$ cat src/rtl/sram_port_arbiter.sv
// sram_port_arbiter: shares one SRAM-like port between inst fetch and data access,
// routing in-order responses through an origin FIFO. Optional macro: SRAM_ARB_RR_EN.
`default_nettype none

module sram_port_arbiter #(
    parameter int FIFO_DEPTH = 4
) (
    input  logic        clk,
    input  logic        reset,

    input  logic        inst_sram_req,
    input  logic        inst_sram_wr,
    input  logic [1:0]  inst_sram_size,
    input  logic [3:0]  inst_sram_wstrb,
    input  logic [31:0] inst_sram_addr,
    input  logic [31:0] inst_sram_wdata,
    output logic        inst_sram_addr_ok,
    output logic        inst_sram_data_ok,
    output logic [31:0] inst_sram_rdata,

    input  logic        data_sram_req,
    input  logic        data_sram_wr,
    input  logic [1:0]  data_sram_size,
    input  logic [3:0]  data_sram_wstrb,
    input  logic [31:0] data_sram_addr,
    input  logic [31:0] data_sram_wdata,
    output logic        data_sram_addr_ok,
    output logic        data_sram_data_ok,
    output logic [31:0] data_sram_rdata,

    output logic        mem_req,
    output logic        mem_wr,
    output logic [1:0]  mem_size,
    output logic [3:0]  mem_wstrb,
    output logic [31:0] mem_addr,
    output logic [31:0] mem_wdata,
    input  logic        mem_addr_ok,
    input  logic        mem_data_ok,
    input  logic [31:0] mem_rdata
);

    localparam int PTR_W = $clog2(FIFO_DEPTH);
    localparam int CNT_W = $clog2(FIFO_DEPTH + 1);
    localparam logic [CNT_W-1:0] DEPTH_C = CNT_W'(FIFO_DEPTH);

    localparam logic ORIG_INST = 1'b0;
    localparam logic ORIG_DATA = 1'b1;

    typedef enum logic [0:0] {
        IDLE   = 1'b0,
        LOCKED = 1'b1
    } state_t;

    state_t                state;
    state_t                state_nxt;
    logic                  own;
    logic                  own_nxt;

    logic [FIFO_DEPTH-1:0] orig_q;
    logic [PTR_W-1:0]      wr_ptr;
    logic [PTR_W-1:0]      rd_ptr;
    logic [CNT_W-1:0]      count;

    logic                  pick_data;
    logic                  sel_valid;
    logic                  sel_data;
    logic                  push;
    logic                  pop;
    logic                  head;
    logic [31:0]           rdata_mux;

`ifdef SRAM_ARB_RR_EN
    // Origin of the most recent accepted address phase; data goes first after reset.
    logic last;

    always_ff @(posedge clk) begin
        if (reset) begin
            last <= ORIG_INST;
        end else if (push) begin
            last <= sel_data;
        end
    end

    assign pick_data = data_sram_req & (~inst_sram_req | (last == ORIG_INST));
`else
    assign pick_data = data_sram_req;
`endif

    always_comb begin
        state_nxt = state;
        own_nxt   = own;
        sel_valid = 1'b0;
        sel_data  = ORIG_INST;

        case (state)
            IDLE: begin
                if ((count < DEPTH_C) && (inst_sram_req || data_sram_req)) begin
                    sel_valid = 1'b1;
                    sel_data  = pick_data;
                    if (!mem_addr_ok) begin
                        state_nxt = LOCKED;
                        own_nxt   = pick_data;
                    end
                end
            end
            LOCKED: begin
                // Owner keeps the port until accepted so downstream fields stay stable.
                sel_valid = 1'b1;
                sel_data  = own;
                if (mem_addr_ok) begin
                    state_nxt = IDLE;
                end
            end
            default: begin
                state_nxt = IDLE;
            end
        endcase

        mem_req   = 1'b0;
        mem_wr    = 1'b0;
        mem_size  = 2'd0;
        mem_wstrb = 4'd0;
        mem_addr  = 32'd0;
        mem_wdata = 32'd0;
        if (sel_valid) begin
            if (sel_data == ORIG_DATA) begin
                mem_req   = data_sram_req;
                mem_wr    = data_sram_wr;
                mem_size  = data_sram_size;
                mem_wstrb = data_sram_wstrb;
                mem_addr  = data_sram_addr;
                mem_wdata = data_sram_wdata;
            end else begin
                mem_req   = inst_sram_req;
                mem_wr    = inst_sram_wr;
                mem_size  = inst_sram_size;
                mem_wstrb = inst_sram_wstrb;
                mem_addr  = inst_sram_addr;
                mem_wdata = inst_sram_wdata;
            end
        end

        push              = mem_req & mem_addr_ok;
        inst_sram_addr_ok = push & (sel_data == ORIG_INST);
        data_sram_addr_ok = push & (sel_data == ORIG_DATA);

        // A response with nothing outstanding is dropped.
        pop               = mem_data_ok & (count != '0);
        head              = orig_q[rd_ptr];
        inst_sram_data_ok = pop & (head == ORIG_INST);
        data_sram_data_ok = pop & (head == ORIG_DATA);
        rdata_mux         = pop ? mem_rdata : 32'd0;
        inst_sram_rdata   = rdata_mux;
        data_sram_rdata   = rdata_mux;
    end

    always_ff @(posedge clk) begin
        if (reset) begin
            state <= IDLE;
            own   <= ORIG_INST;
        end else begin
            state <= state_nxt;
            own   <= own_nxt;
        end
    end

    always_ff @(posedge clk) begin
        if (reset) begin
            orig_q <= '0;
            wr_ptr <= '0;
            rd_ptr <= '0;
            count  <= '0;
        end else begin
            if (push) begin
                orig_q[wr_ptr] <= sel_data;
                wr_ptr         <= wr_ptr + 1'b1;
            end
            if (pop) begin
                rd_ptr <= rd_ptr + 1'b1;
            end
            case ({push, pop})
                2'b10:   count <= count + 1'b1;
                2'b01:   count <= count - 1'b1;
                default: count <= count;
            endcase
        end
    end

endmodule

`default_nettype wire

$ cat config.mk
export PLATFORM = sky130hd
export DESIGN_NAME = sram_port_arbiter
export DESIGN_NICKNAME = d
export VERILOG_FILES = /design/src/rtl/sram_port_arbiter.sv
export SDC_FILE = /design/constraint.sdc
export NUM_CORES = 1
export LEC_CHECK = 0
export BUFFER_PORTS_ARGS = -buffer_cell sky130_fd_sc_hd__clkbuf_2
export CORE_AREA = 2 2 123 125
export DETAILED_ROUTE_END_ITERATION = 7
export DIE_AREA = 0 0 125 127
export GPL_ROUTABILITY_DRIVEN = 1
export PLACE_DENSITY = 0.53
export SYNTH_ARGS = -nofsm -noshare
export SYNTH_HDL_FRONTEND = slang
export SYNTH_SLANG_ARGS = --single-unit
$ cat constraint.sdc
create_clock -name clk -period 2.5 [get_ports clk]
set_input_delay 0.5 -clock clk [delete_from_list [all_inputs] [get_ports clk]]
set_output_delay 0.5 -clock clk [all_outputs]
set_load 0.1 [all_outputs]
# ---- Word-level counts from Yosys, hierarchy flattened
# Cells that the tools add are included.
dict set report classes {
  add_sub_neg 4
  n_lt_le_gt_ge 4
  eq_ne 2
  muxes 26
  bitwise 10
  n_reduce_logical 6
}
# cell n
set ops {}
lappend ops {{$mux W32} 5}
lappend ops {{$mux W1} 10}
lappend ops {{$mux W4} 2}
lappend ops {{$and A1 B1 Y1} 6}
lappend ops {{$lt A2 B3 Y1 const B} 2}
lappend ops {{$pmux W1 S2} 3}
lappend ops {{$pmux W3 S2} 1}
lappend ops {{$add A2 B1 Y2 const B} 2}
lappend ops {{$bwmux W4} 1}
lappend ops {{$mux W2} 2}
lappend ops {{$not A1 Y1} 4}
lappend ops {{$add A3 B1 Y3 const B} 1}
lappend ops {{$lt A3 B3 Y1 const B} 1}
lappend ops {{$reduce_and A3 Y1} 1}
lappend ops {{$reduce_bool A3 Y1} 1}
lappend ops {{$sub A3 B1 Y3 const B} 1}
lappend ops {{$bmux W1 S2} 1}
lappend ops {{$demux W1 S2} 1}
lappend ops {{$eq A2 B1 Y1 const B} 1}
lappend ops {{$eq A2 B2 Y1 const B} 1}
lappend ops {{$ge A2 B1 Y1 const B} 1}
lappend ops {{$logic_and A1 B1 Y1} 2}
lappend ops {{$reduce_bool A2 Y1} 1}
lappend ops {{$logic_or A1 B1 Y1} 1}
dict set report word_totals {
  register_bits 13
  out_inout_bits 140
  word_cells 58
}

# ---- Logic depth before layout (Yosys ltp)
dict set report logic_depth {
  word_depth 9
  depth_mapped 11
  mapped_depth_nobuf 9
}

# ---- Worst setup path after synthesis
# OpenSTA, ideal clock, no wires.
dict set report synth_path {
  path_kind {input -> output}
  startpoint {in data_sram_req}
  endpoint {out mem_addr[0]}
  arrival_ps 2661
  required_ps 2000
  path_slack_ps -661
  cell_stages 5
  n_path_buf 2
  cell_sequence {a22oi_1 buf_2 buf_2 nand2_1 a21oi_1}
}
dict set report synth_via {
  elab_chain_cells 6
}
# element line_no
set synth_lines {}
lappend synth_lines {{from (decl)} 21} ;# input logic data_sram_req,
lappend synth_lines {{$logic_or A1 B1 Y1} 97} ;# if ((count < DEPTH_C) && (inst_sram_req || data_sram_req)) begin
lappend synth_lines {{$logic_and A1 B1 Y1} 97}
lappend synth_lines {{$mux W1} 97}
lappend synth_lines {{$pmux W1 S2} 95} ;# case (state)
lappend synth_lines {{$mux W32} 126} ;# if (sel_data == ORIG_DATA) begin
lappend synth_lines {{$mux W32 (*)} 125} ;# if (sel_valid) begin
lappend synth_lines {{to (decl)} 35} ;# output logic [31:0] mem_addr,
# Every way passes the cells marked *; elsewhere a longest branch is shown, timed or not.

# ---- Worst setup path after layout
dict set report layout_path {
  startpoint {reg count[2]}
  endpoint {out mem_wdata[8]}
}
dict set report layout_via {
  elab_chain_cells 6
}
# element line_no
set layout_lines {}
lappend layout_lines {{from (decl)} 62} ;# logic [CNT_W-1:0] count;
lappend layout_lines {{from (signal assigned)} 182} ;# 2'b10: count <= count + 1'b1;
lappend layout_lines {{from (signal assigned)} 183} ;# 2'b01: count <= count - 1'b1;
lappend layout_lines {{from (signal assigned)} 184} ;# default: count <= count;
lappend layout_lines {{$lt A3 B3 Y1 (*)} 97}
lappend layout_lines {{$logic_and A1 B1 Y1 (*)} 97}
lappend layout_lines {{$mux W1} 97}
lappend layout_lines {{$pmux W1 S2} 95}
lappend layout_lines {{$mux W32} 126}
lappend layout_lines {{$mux W32 (*)} 125}
lappend layout_lines {{to (decl)} 36} ;# output logic [31:0] mem_wdata,
# Marks and branches as above.

==> flow_summary_export.csv <==
group,metric,value,unit
global_routing,grt_pass1_wl,18.4,mm
timing,finalHoldViolations,0,
timing,max_freq,427,MHz
finish,fin_util,0.472,
finish,fillers,1373,
finish,area_delta_synth_final,218,%
critical_path,worstSetupPathType,"register to primary output",
floorplanning,coreArea,14400,um2
global_routing,grt.overflow.total,0,
critical_path,r2r-end,"count[2]",
synth,syn_avg_cell_area,5.63,um2
placed_design,gp_congestion,0.819,
cts,cts.sinks,13,
finish,nets,847,
critical_path,rr_worst_depth,9,
floorplanning,die_w,125,um
cts,clockBufferDepth,2,
critical_path,worstPathMaxFanout,30,
min_path,worstHoldPathType,"primary input to register",
critical_path,start_kind,"register",
synth,yosys_warnings,0,
finish,drive_gt1_frac,0.682,
synth,syn-cell-area,2140,um2
floorplanning,initial_core_util,0.148,
routing,wl_per_cell,14.3,um
synth,ys_ff_latch,13,
placed_design,io_buffers,319,
cts,post_cts_buffers,0,
global_routing,grt_pass1_vias,3447,
critical_path,rr_startpoint,"state",
cts,insertion_delay,240,ps
global_routing,antenna_found_initial,0,
global_routing,grt.total_usage,0.142,
timing,post-route-min-period,2340,ps
timing,post-route-period-util,0.938,
timing,clock_skew,1.62,ps
cts,cts_made_buffers,3,
critical_path,critPathCapture,"mem_wdata[8]",
run_status,outcome,"finished, final reports clean",
finish,num_antenna_cells,0,
finish,seqCellArea,262,um2
floorplanning,die_area,15900,um2
timing,rsz0062_at_grt,"no",
critical_path,cp.required,2000,ps
floorplanning,num_rows,44,
timing,worst_pin_slew,580,ps
pwr,p_leak,3.01,nW
critical_path,arrival,1840,ps
timing,drv_slew,0,
cts,root_buffer,"clkbuf_16",
pwr,peakVddDrop,0.732,mV
routing,first_iter_violations,84,
pwr,finalPower,0.00964,W
global_routing,grt_max_degree,58,
routing,drc_errors,0,
critical_path,r2r_slack,200,ps
timing,finalSetupViolations,0,
synth,syn-num-nets,566,
timing,slew_headroom,0.615,
routing,drt_wl_total,12.0,mm
synth,post_synth_inst_count,380,
cts,cts_tree,"yes",
finish,multi_input_area,2320,um2
synth,ys_types,29,
synth,seq_area_frac_synth,0.122,
floorplanning,die_h,127,um
routing,viasPerCell,4.09,
flow_run,max-cap-violations,0,
floorplanning,ios,320,
finish,stdcell_count,844,
pwr,power-per-cell-area,1420,nW/um2
routing,via_count,3451,
critical_path,crit_start,"count[2]",
placed_design,dp_hpwl,10.4,mm
routing,ant_nets,0,
routing,dr.pass1.iters,4,
critical_path,cp-end-kind,"primary output",
cts,h-tree-depth,1,
cts,clkTransAtPathRegs,40,ps
placed_design,placedCellCount,840,
==> timing repair <==
| action | 4_1_cts | 5_1_grt |
|---|---|---|
| gates resized for setup | 0 | 1 |
| setup endpoints to repair | 0 | 1 |
| hold buffers | 0 | 0 |
==> layout make-up <==
| cell class | instances | area share |
|---|---|---|
| clock buffer | 4 | 0.0116 |
| timing repair buffer | 338 | 0.573 |
| multi-input combinational | 299 | 0.340 |
| sequential | 13 | 0.0384 |
| tap | 184 | 0.0338 |
| inverter | 6 | 0.00331 |
==> per-layer routing <==
| layer | global-route usage | vias up | part of all wire |
|---|---|---|---|
| li1 | - | 1756 | - |
| met3 | 0.0272 | 12 | 0.055 |
| met1 | 0.169 | 1549 | 0.39 |
| met4 | 0.0183 | 0 | 0.011 |
| met5 | 0 | - | 0 |
| met2 | 0.269 | 134 | 0.55 |
==> stage by stage <==
| step | TNS, ps | worst slack [ps] | hold WS (ps) | area (um2) |
|---|---|---|---|---|
| floorplan | -786 | -336 | 481 | 2970 |
| global placement | 0 | 30.4 | 503 | 6730 |
| detailed placement | -2.54 | -2.54 | 511 | 6730 |
| CTS | 0 | 114 | 466 | 6810 |
| global route | 0 | 14.5 | 467 | 6810 |
| finish | 0 | 156 | 464 | 6810 |
==> Yosys cell counts, drive strengths merged <==
cell type	instances	area [um2]
clkbuf	19	71.3
a21oi	77	385
nand2b	1	6.26
dfxtp	13	260
nand2	144	541
o21ai	1	5.00
or3	1	6.26
or3b	1	8.76
mux4	1	22.5
xor2	3	26.3
o2111a	1	11.3
a21boi	1	7.51
o211a	1	10.0
nor2	14	52.6
and2	33	206
ha	5	62.6
inv	6	22.5
mux2i	1	10.0
nor2b	1	6.26
a22oi	2	15.0
xnor2	2	17.5
fa	1	20.0
buf	43	304
nor3	2	10.0
a311oi	4	35.0
a22o	1	8.76
o31a	1	8.76
==> critical path: stages, from the launching register on <==
cell     delay (ps)
dfxtp_1         360
nor2_1          180
a22o_2          310
buf_12          220
nand2_1         110
a21oi_4         200
buf_12          190
==> sequential cells by signal (all words and copies together) (netlist names) <==
| name | count |
|---|---|
| rd_ptr | 2 |
| own | 1 |
| count | 3 |
| wr_ptr | 2 |
| orig_q | 4 |
| state | 1 |
==> power by group <==
group          internal [W]  switching (W)  leakage, nW
Sequential         0.000254      0.0000453        0.107
Combinational       0.00303        0.00601         2.87
Clock              0.000215      0.0000832       0.0382
Total               0.00350        0.00614         3.01
==> cell usage in the layout, fill, tap and decap left out, types with 2 or more instances in the layout <==
master and count:
ha_1 5, inv_1 6, nand2_1 144, clkbuf_16 3
clkbuf_2 180, nor3_1 2, a21oi_1 6, a21oi_2 3
xnor2_1 2, and2_2 32, a21oi_4 68, buf_12 145
nor2_1 13, dfxtp_1 12, buf_4 13, a311oi_1 4
xor2_1 3
==> cell families (layout without fill, tap and decap cells) <==
family / after synthesis / in the layout / synth area share
DFF: 13 / 13 / 0.122
muxes: 2 / 2 / 0.0152
xor gates and xnor gates: 5 / 5 / 0.0205
AOI/OAI and AO/OA: 89 / 89 / 0.227
buffers and inverters: 68 / 348 / 0.186
and+or+nand+nor: 197 / 197 / 0.391
adders and majority gates: 6 / 6 / 0.0386
==> worst min-delay path by stage <==
stage,startpoint,end,slack (ps),depth (start not counted)
after global placement,orig_q[3],orig_q[3],500,2
after detailed placement,orig_q[3],orig_q[3],510,2
after floorplan,count[1],count[1],480,2
after global routing,mem_addr_ok,state,470,2
final,mem_addr_ok,state,460,2
after CTS,mem_addr_ok,state,470,2
Power figures use the tool's default switching activity.
